File: src/rtl/cp0_irq.sv
// Coprocessor 0 for the pipelined MIPS core: STATUS/CAUSE/EPC/EHBR registers and
// edge-triggered interrupt lines with masking, fixed priority and optional vectored dispatch.
module cp0_irq #(
    parameter int          N_IRQ      = 4,
    parameter logic [31:0] VEC_STRIDE = 32'h20,
    parameter logic [31:0] EHBR_RST   = 32'h0000_0000
) (
    input  logic             clk,
    input  logic             rst,
    input  logic [1:0]       oper,
    input  logic [4:0]       addr_r,
    output logic [31:0]      data_r,
    input  logic [4:0]       addr_w,
    input  logic [31:0]      data_w,
    input  logic             ir_en,
    input  logic [N_IRQ-1:0] ir_in,
    input  logic [31:0]      ret_addr,
    output logic             jump_en,
    output logic [31:0]      jump_addr,
    output logic             ir,
    output logic             ir_busy,
    output logic [N_IRQ-1:0] ir_pending
);
    typedef enum logic [1:0] {OP_NONE, OP_MFC0, OP_MTC0, OP_ERET} oper_e;

    localparam logic [4:0] A_STATUS = 5'd12;
    localparam logic [4:0] A_CAUSE  = 5'd13;
    localparam logic [4:0] A_EPC    = 5'd14;
    localparam logic [4:0] A_EHBR   = 5'd15;

    logic             ie, exl, ve;
    logic [N_IRQ-1:0] im, ip, prev;
    logic [4:0]       code;
    logic [31:0]      epc, ehbr;

    oper_e            op;
    logic             is_mtc0, is_eret, take;
    logic [N_IRQ-1:0] masked, take_mask, ip_next;
    logic [2:0]       k;
    logic [31:0]      vec_addr;

    assign op         = oper_e'(oper);
    assign is_mtc0    = (op == OP_MTC0);
    assign is_eret    = (op == OP_ERET);
    assign masked     = ip & im;
    assign take_mask  = masked & (~masked + 1'b1);
    assign take       = ir_en & ie & ~exl & ~is_eret & (|masked);
    assign vec_addr   = ehbr + ({29'b0, k} * VEC_STRIDE);
    assign ir_busy    = exl;
    assign ir_pending = ip;

    // Lowest-index unmasked pending line has priority
    always_comb begin
        k = '0;
        for (int i = N_IRQ - 1; i >= 0; i--) begin
            if (masked[i]) k = 3'(i);
        end
    end

    // New edges override a same-cycle write-one-to-clear or take-clear
    always_comb begin
        ip_next = ip;
        if (is_mtc0 && addr_w == A_CAUSE) ip_next = ip_next & ~data_w[8 +: N_IRQ];
        if (take) ip_next = ip_next & ~take_mask;
        ip_next = ip_next | (ir_in & ~prev);
    end

    always_comb begin
        data_r = '0;
        case (addr_r)
            A_STATUS: begin
                data_r[0]          = ie;
                data_r[1]          = exl;
                data_r[2]          = ve;
                data_r[8 +: N_IRQ] = im;
            end
            A_CAUSE: begin
                data_r[8 +: N_IRQ] = ip;
                data_r[6:2]        = code;
            end
            A_EPC:   data_r = epc;
            A_EHBR:  data_r = ehbr;
            default: data_r = '0;
        endcase
    end

    // Take updates are placed last so they override a same-cycle MTC0
    always_ff @(posedge clk or posedge rst) begin
        if (rst) begin
            ie        <= 1'b1;
            exl       <= 1'b0;
            ve        <= 1'b0;
            im        <= '1;
            ip        <= '0;
            prev      <= '0;
            code      <= '0;
            epc       <= '0;
            ehbr      <= EHBR_RST;
            jump_en   <= 1'b0;
            jump_addr <= '0;
            ir        <= 1'b0;
        end else begin
            prev      <= ir_in;
            ip        <= ip_next;
            jump_en   <= 1'b0;
            jump_addr <= '0;
            ir        <= 1'b0;
            if (is_mtc0 && addr_w == A_STATUS) begin
                ie  <= data_w[0];
                exl <= data_w[1];
                ve  <= data_w[2];
                im  <= data_w[8 +: N_IRQ];
            end
            if (is_mtc0 && addr_w == A_EPC) epc <= data_w;
            if (is_mtc0 && addr_w == A_EHBR) ehbr <= {data_w[31:2], 2'b00};
            if (is_eret) begin
                exl       <= 1'b0;
                jump_en   <= 1'b1;
                jump_addr <= epc;
            end else if (take) begin
                exl       <= 1'b1;
                epc       <= ret_addr;
                code      <= {2'b00, k};
                ir        <= 1'b1;
                jump_en   <= 1'b1;
                jump_addr <= ve ? vec_addr : ehbr;
            end
        end
    end
endmodule

File: config.mk
export PLATFORM = sky130hd
export DESIGN_NAME = cp0_irq
export DESIGN_NICKNAME = d
export VERILOG_FILES = /design/src/rtl/cp0_irq.sv
export SDC_FILE = /design/constraint.sdc
export NUM_CORES = 1
export LEC_CHECK = 0
export CORE_MARGIN = 2
export CORE_UTILIZATION = 49
export DETAILED_ROUTE_END_ITERATION = 10
export PLACE_DENSITY = 0.77
export SLEW_MARGIN = 5
export SYNTH_ARGS = -nofsm -noshare
export SYNTH_HDL_FRONTEND = slang
export SYNTH_SLANG_ARGS = --single-unit
File: constraint.sdc
create_clock -name clk -period 4.5 [get_ports clk]
set_input_delay 0.9 -clock clk [delete_from_list [all_inputs] [get_ports clk]]
set_output_delay 0.9 -clock clk [all_outputs]
set_load 0.005 [all_outputs]
### After elaboration in Yosys (flattened, before gate mapping)

Index checks and enable logic that the tools add are counted.

* bitwise operators: 16
* equal/unequal tests: 10
* mux-type cells: 24
* $add $sub $neg: 2
* reduce and logical (&&, ||, !) cells: 7
* order comparisons: 0
* shift-type cells: 0
* divide/modulo/power cells: 0
* multiply operators: 0

Operator list (count)
* two-way mux 32 bit: 6
* == test 5 x 4 -> 1 bit, second input constant: 8
* one-hot mux 20 bit (2 select lines): 1
* adder 32 x 8 -> 32 bit: 1
* AND 4 bit: 5
* inverter 4 bit: 4
* one-hot mux 4 bit (4 select lines): 1
* one-hot mux 4 bit (3 select lines): 1
* two-way mux 3 bit: 3
* two-way mux 4 bit: 2
* two-way mux 1 bit: 6
* adder 4 x 1 -> 4 bit, second input constant: 1
* AND 1 bit: 4
* == test 2 bit, second input constant: 2
* logical AND 1 bit: 4
* bitwise OR 4 bit: 1
* one-hot mux 1 bit (4 select lines): 1
* one-hot mux 2 bit (2 select lines): 1
* OR reduction 4 bit: 1
* nonzero test 3 bit: 1
* two-way mux 2 bit: 1
* inverter 1 bit: 2
* one-hot mux 1 bit (2 select lines): 1
* AND reduction 2 bit: 1

* output and inout bits: 71
* input port bits: 83
* memories: 0
* latch bits: 0
* RAM bits: 0
* bits in read-only memories: 0
* bits in registers: 114
* word-level logic and storage cells: 71

### Longest topological paths before layout

* depth in word-level cells: 9
* depth in mapped cells: 11
* mapped depth without buffers: 10

### Worst setup path after synthesis

OpenSTA, ideal clock, no wires.

* path kind: input -> output
* from: input port addr_r[4]
* to: output port data_r[12]
* path buffers: 2
* cell stages on the path: 6
* slack: 1549 ps
* required time: 3600 ps
* data arrival time: 2051 ps
* cell sequence: nand3b_1 > or2_1 > clkbuf_1 > nor2_1 > buf_2 > a22o_1

* cells in the longest elaborated chain, start to end: 2
* elaborated cells between the ends (all ways): 3
* classes of those cells: eq/ne: 2; mux: 1

RTL lines
* start, declared: line 11 `input logic [4:0] addr_r,`
* == test 5 x 4 -> 1 bit (on tied branches)
* one-hot mux 20 bit (2 select lines) *: line 70 `case (addr_r)`
* end, declared: line 12 `output logic [31:0] data_r,`

Mark *: on every way between the ends. The rest lies on a longest branch, timed or not.

### Worst setup path in the final report

* from: input port addr_r[4]
* to: output port data_r[29]

The elaborated chain is that of the path after synthesis.

==> impl_metrics.json <==
{
  "fmax_mhz": 254,
  "dpl.hpwl_um": 10700,
  "antenna_found_initial": 0,
  "gr-usage-all-layers_pct": 26.8,
  "dpl_cell_area_mm2": 0.00720,
  "cts_buffer_depth": 2,
  "synth_cells": 501,
  "grt_pass1_vias": 4972,
  "core_area_mm2": 0.0110,
  "total_leakage_power_nw": 3.24,
  "setup_viol": 0,
  "cts_sinks": 113,
  "vias": 4783,
  "syn_area_mm2": 0.00558,
  "rsz0062_at_grt": "false",
  "postCtsSetupBuffers": 0,
  "viasPerCell": 5.97,
  "ys.flop_type": "dfrtp_1",
  "dieArea_mm2": 0.0123,
  "yosys.area_share.simple_pct": 12.5,
  "setup_tns_ns": 0,
  "finalMaxSlewViolations": 0,
  "synth_xor_area_share_pct": 1.57,
  "overflow": 0,
  "rows": 38,
  "period_needed_ns": 3.94,
  "synthArstFlopShare_pct": 100,
  "drc": 0,
  "synth-seq-cells": 113,
  "p_per_area_mw_per_mm2": 439,
  "tritoncts": "done",
  "yosysWarnings": 0,
  "post_drt_wl_per_cell_um": 20.0,
  "diodes": 0,
  "maxSlewHeadroom_pct": 40.5,
  "grt_pass1_wl_um": 26200,
  "synth_top_family_by_area": "compound AO/OA/AOI/OAI gates",
  "io_buffers": 153,
  "synth_compound_area_share_pct": 15.4,
  "syn_nets": 587,
  "die_h_um": 111,
  "h-tree-depth": 4,
  "power.total_mw": 3.42,
  "grt_start_max_net_pins": 66,
  "clk_pin_slew_ns": 0.05,
  "root_buffer": "clkbuf_16",
  "ir_drop_v": 0.000219,
  "crit_required_ns": 3.60,
  "mostFrequentLayoutCells": "clkdlybuf4s50_1 (153), dfrtp_1 (108), mux2i_1 (41)",
  "fin_area_mm2": 0.00779,
  "seq_area_frac_synth_pct": 50.8,
  "syn_area_per_cell_um2": 11.1,
  "hold_depth": 1,
  "synth-edff-count": 0,
  "clkLatencyLatePin_ns": 0.41,
  "cts_resized": 0,
  "ant_nets": 0,
  "synth.distinct_cells": 49,
  "post-route-period-util_pct": 87.7,
  "cap_viol_max_count": 0,
  "crit_fanout": 24,
  "fin_nets": 734,
  "start_util_pct": 50.8,
  "criticalPathCategory": "input pin to output port",
  "drt-total-wl_um": 16000,
  "globalplace.congestion": 0.864,
  "drive_gt1_share_pct": 14.2,
  "layout_commonest_cell": "clkdlybuf4s50_1",
  "syn2layout_area_growth_pct": 39.6,
  "die_w_um": 111,
  "drt_iter0_drc": 290,
  "drt-pass1-iter-count": 5,
  "status": "finished clean",
  "cts_buffers": 17,
  "end_kind": "output port",
  "hold_ws_ns": 0.507,
  "synth-adder-area-share_pct": 0.807,
  "hp-class": "flop to flop",
  "ff2ff_path_depth": 7,
  "crit_arrival_ns": 3.04,
  "hold_viol_final": 0,
  "skew_ns": 0.00985,
  "worst_pin_slew_ns": 0.880,
  "worst_setup_path_start_kind": "input pin",
  "hold_buffers": 0,
  "synth.mux.area_fraction_pct": 15.2,
  "io_pins": 154
}
-- flip-flops by register name (all words and copies together) (netlist names) --
signal and count:
ir_pending 4, ir 1, prev 4, ir_busy 1
im 4, jump_addr 32, ve 1, code 2
ie 1, epc 32, jump_en 1, ehbr 30
-- final cells by class --
cell class | instances | area, um2
multi-input combinational | 344 | 2540
sequential | 113 | 2830
tap | 140 | 175
clock inverter | 10 | 108
clock buffer | 22 | 484
timing repair buffer | 164 | 1610
fill | 820 | 3190
inverter | 8 | 32.5
-- final timing paths --
check	start	slack, ns	endpoint
max in group asynchronous	rst	2.60	jump_addr[19]$_DFF_PP0_
worst max register to register	im[2]$_DFFE_PP1P_	1.48	jump_addr[19]$_DFF_PP0_
worst min register to register	code[1]$_DFFE_PP0P_	0.51	code[1]$_DFFE_PP0P_
min in group asynchronous	rst	1.03	epc[24]$_DFF_PP0_
worst max-delay path	addr_r[4]	0.56	data_r[29]
worst min-delay path	code[1]$_DFFE_PP0P_	0.51	code[1]$_DFFE_PP0P_
-- worst max-delay path, stage by stage --
cell	delay, ns
clkdlybuf4s50_1	0.39
nand3b_1	0.21
or2_1	0.37
nor2_2	0.14
buf_4	0.32
a22o_1	0.19
clkdlybuf4s50_1	0.52
-- cell usage after synthesis (all sizes together), types with 5 or more instances --
cell type	n	share of area, %
a22oi	5	0.67
and3	5	0.56
clkbuf	16	1.1
dfstp	5	2.4
mux2	39	7.9
nand3	11	0.99
and4	6	0.96
nand2	23	1.5
o211ai	26	3.5
nand4	10	1.5
dfrtp	108	48
o22ai	12	1.3
nor2	42	2.8
xor2	9	1.4
or4	15	2.0
buf	20	2.1
a21oi	34	3.0
inv	8	0.54
mux2i	41	7.4
o21ai	9	0.81
a22o	29	4.6
-- stage by stage --
step	instances	setup WS, ns	util [%]
floorplan	501	0.621	-
global placement	769	0.655	65.6
global route	801	0.434	71.0
detailed placement	769	0.573	65.6
CTS	801	0.541	71.0
finish	801	0.555	71.0
-- layer usage --
metal / vias up / routed length (um) / GRT usage, %
met1: 2381 / 6980 / 36.0
li1: 2167 / - / -
met5: - / 0 / 0
met3: 25 / 1020 / 6.29
met2: 210 / 7750 / 42.7
met4: 0 / 272 / 9.92
-- kinds of logic after synthesis --
group                      Yosys count
and+or+nand+nor                    127
AOI/OAI and AO/OA                  124
DFF                                113
muxes                               80
buffers and inverters               44
xor gates and xnor gates            10
adders and majority gates            3
-- power breakdown --
part	total, mW	switching, mW	internal, mW	leakage [nW]
clock	1.32	0.453	0.867	0.288
combinational	0.654	0.290	0.363	1.52
sequential	1.44	0.179	1.27	1.43
Power figures use the tool's default switching activity.
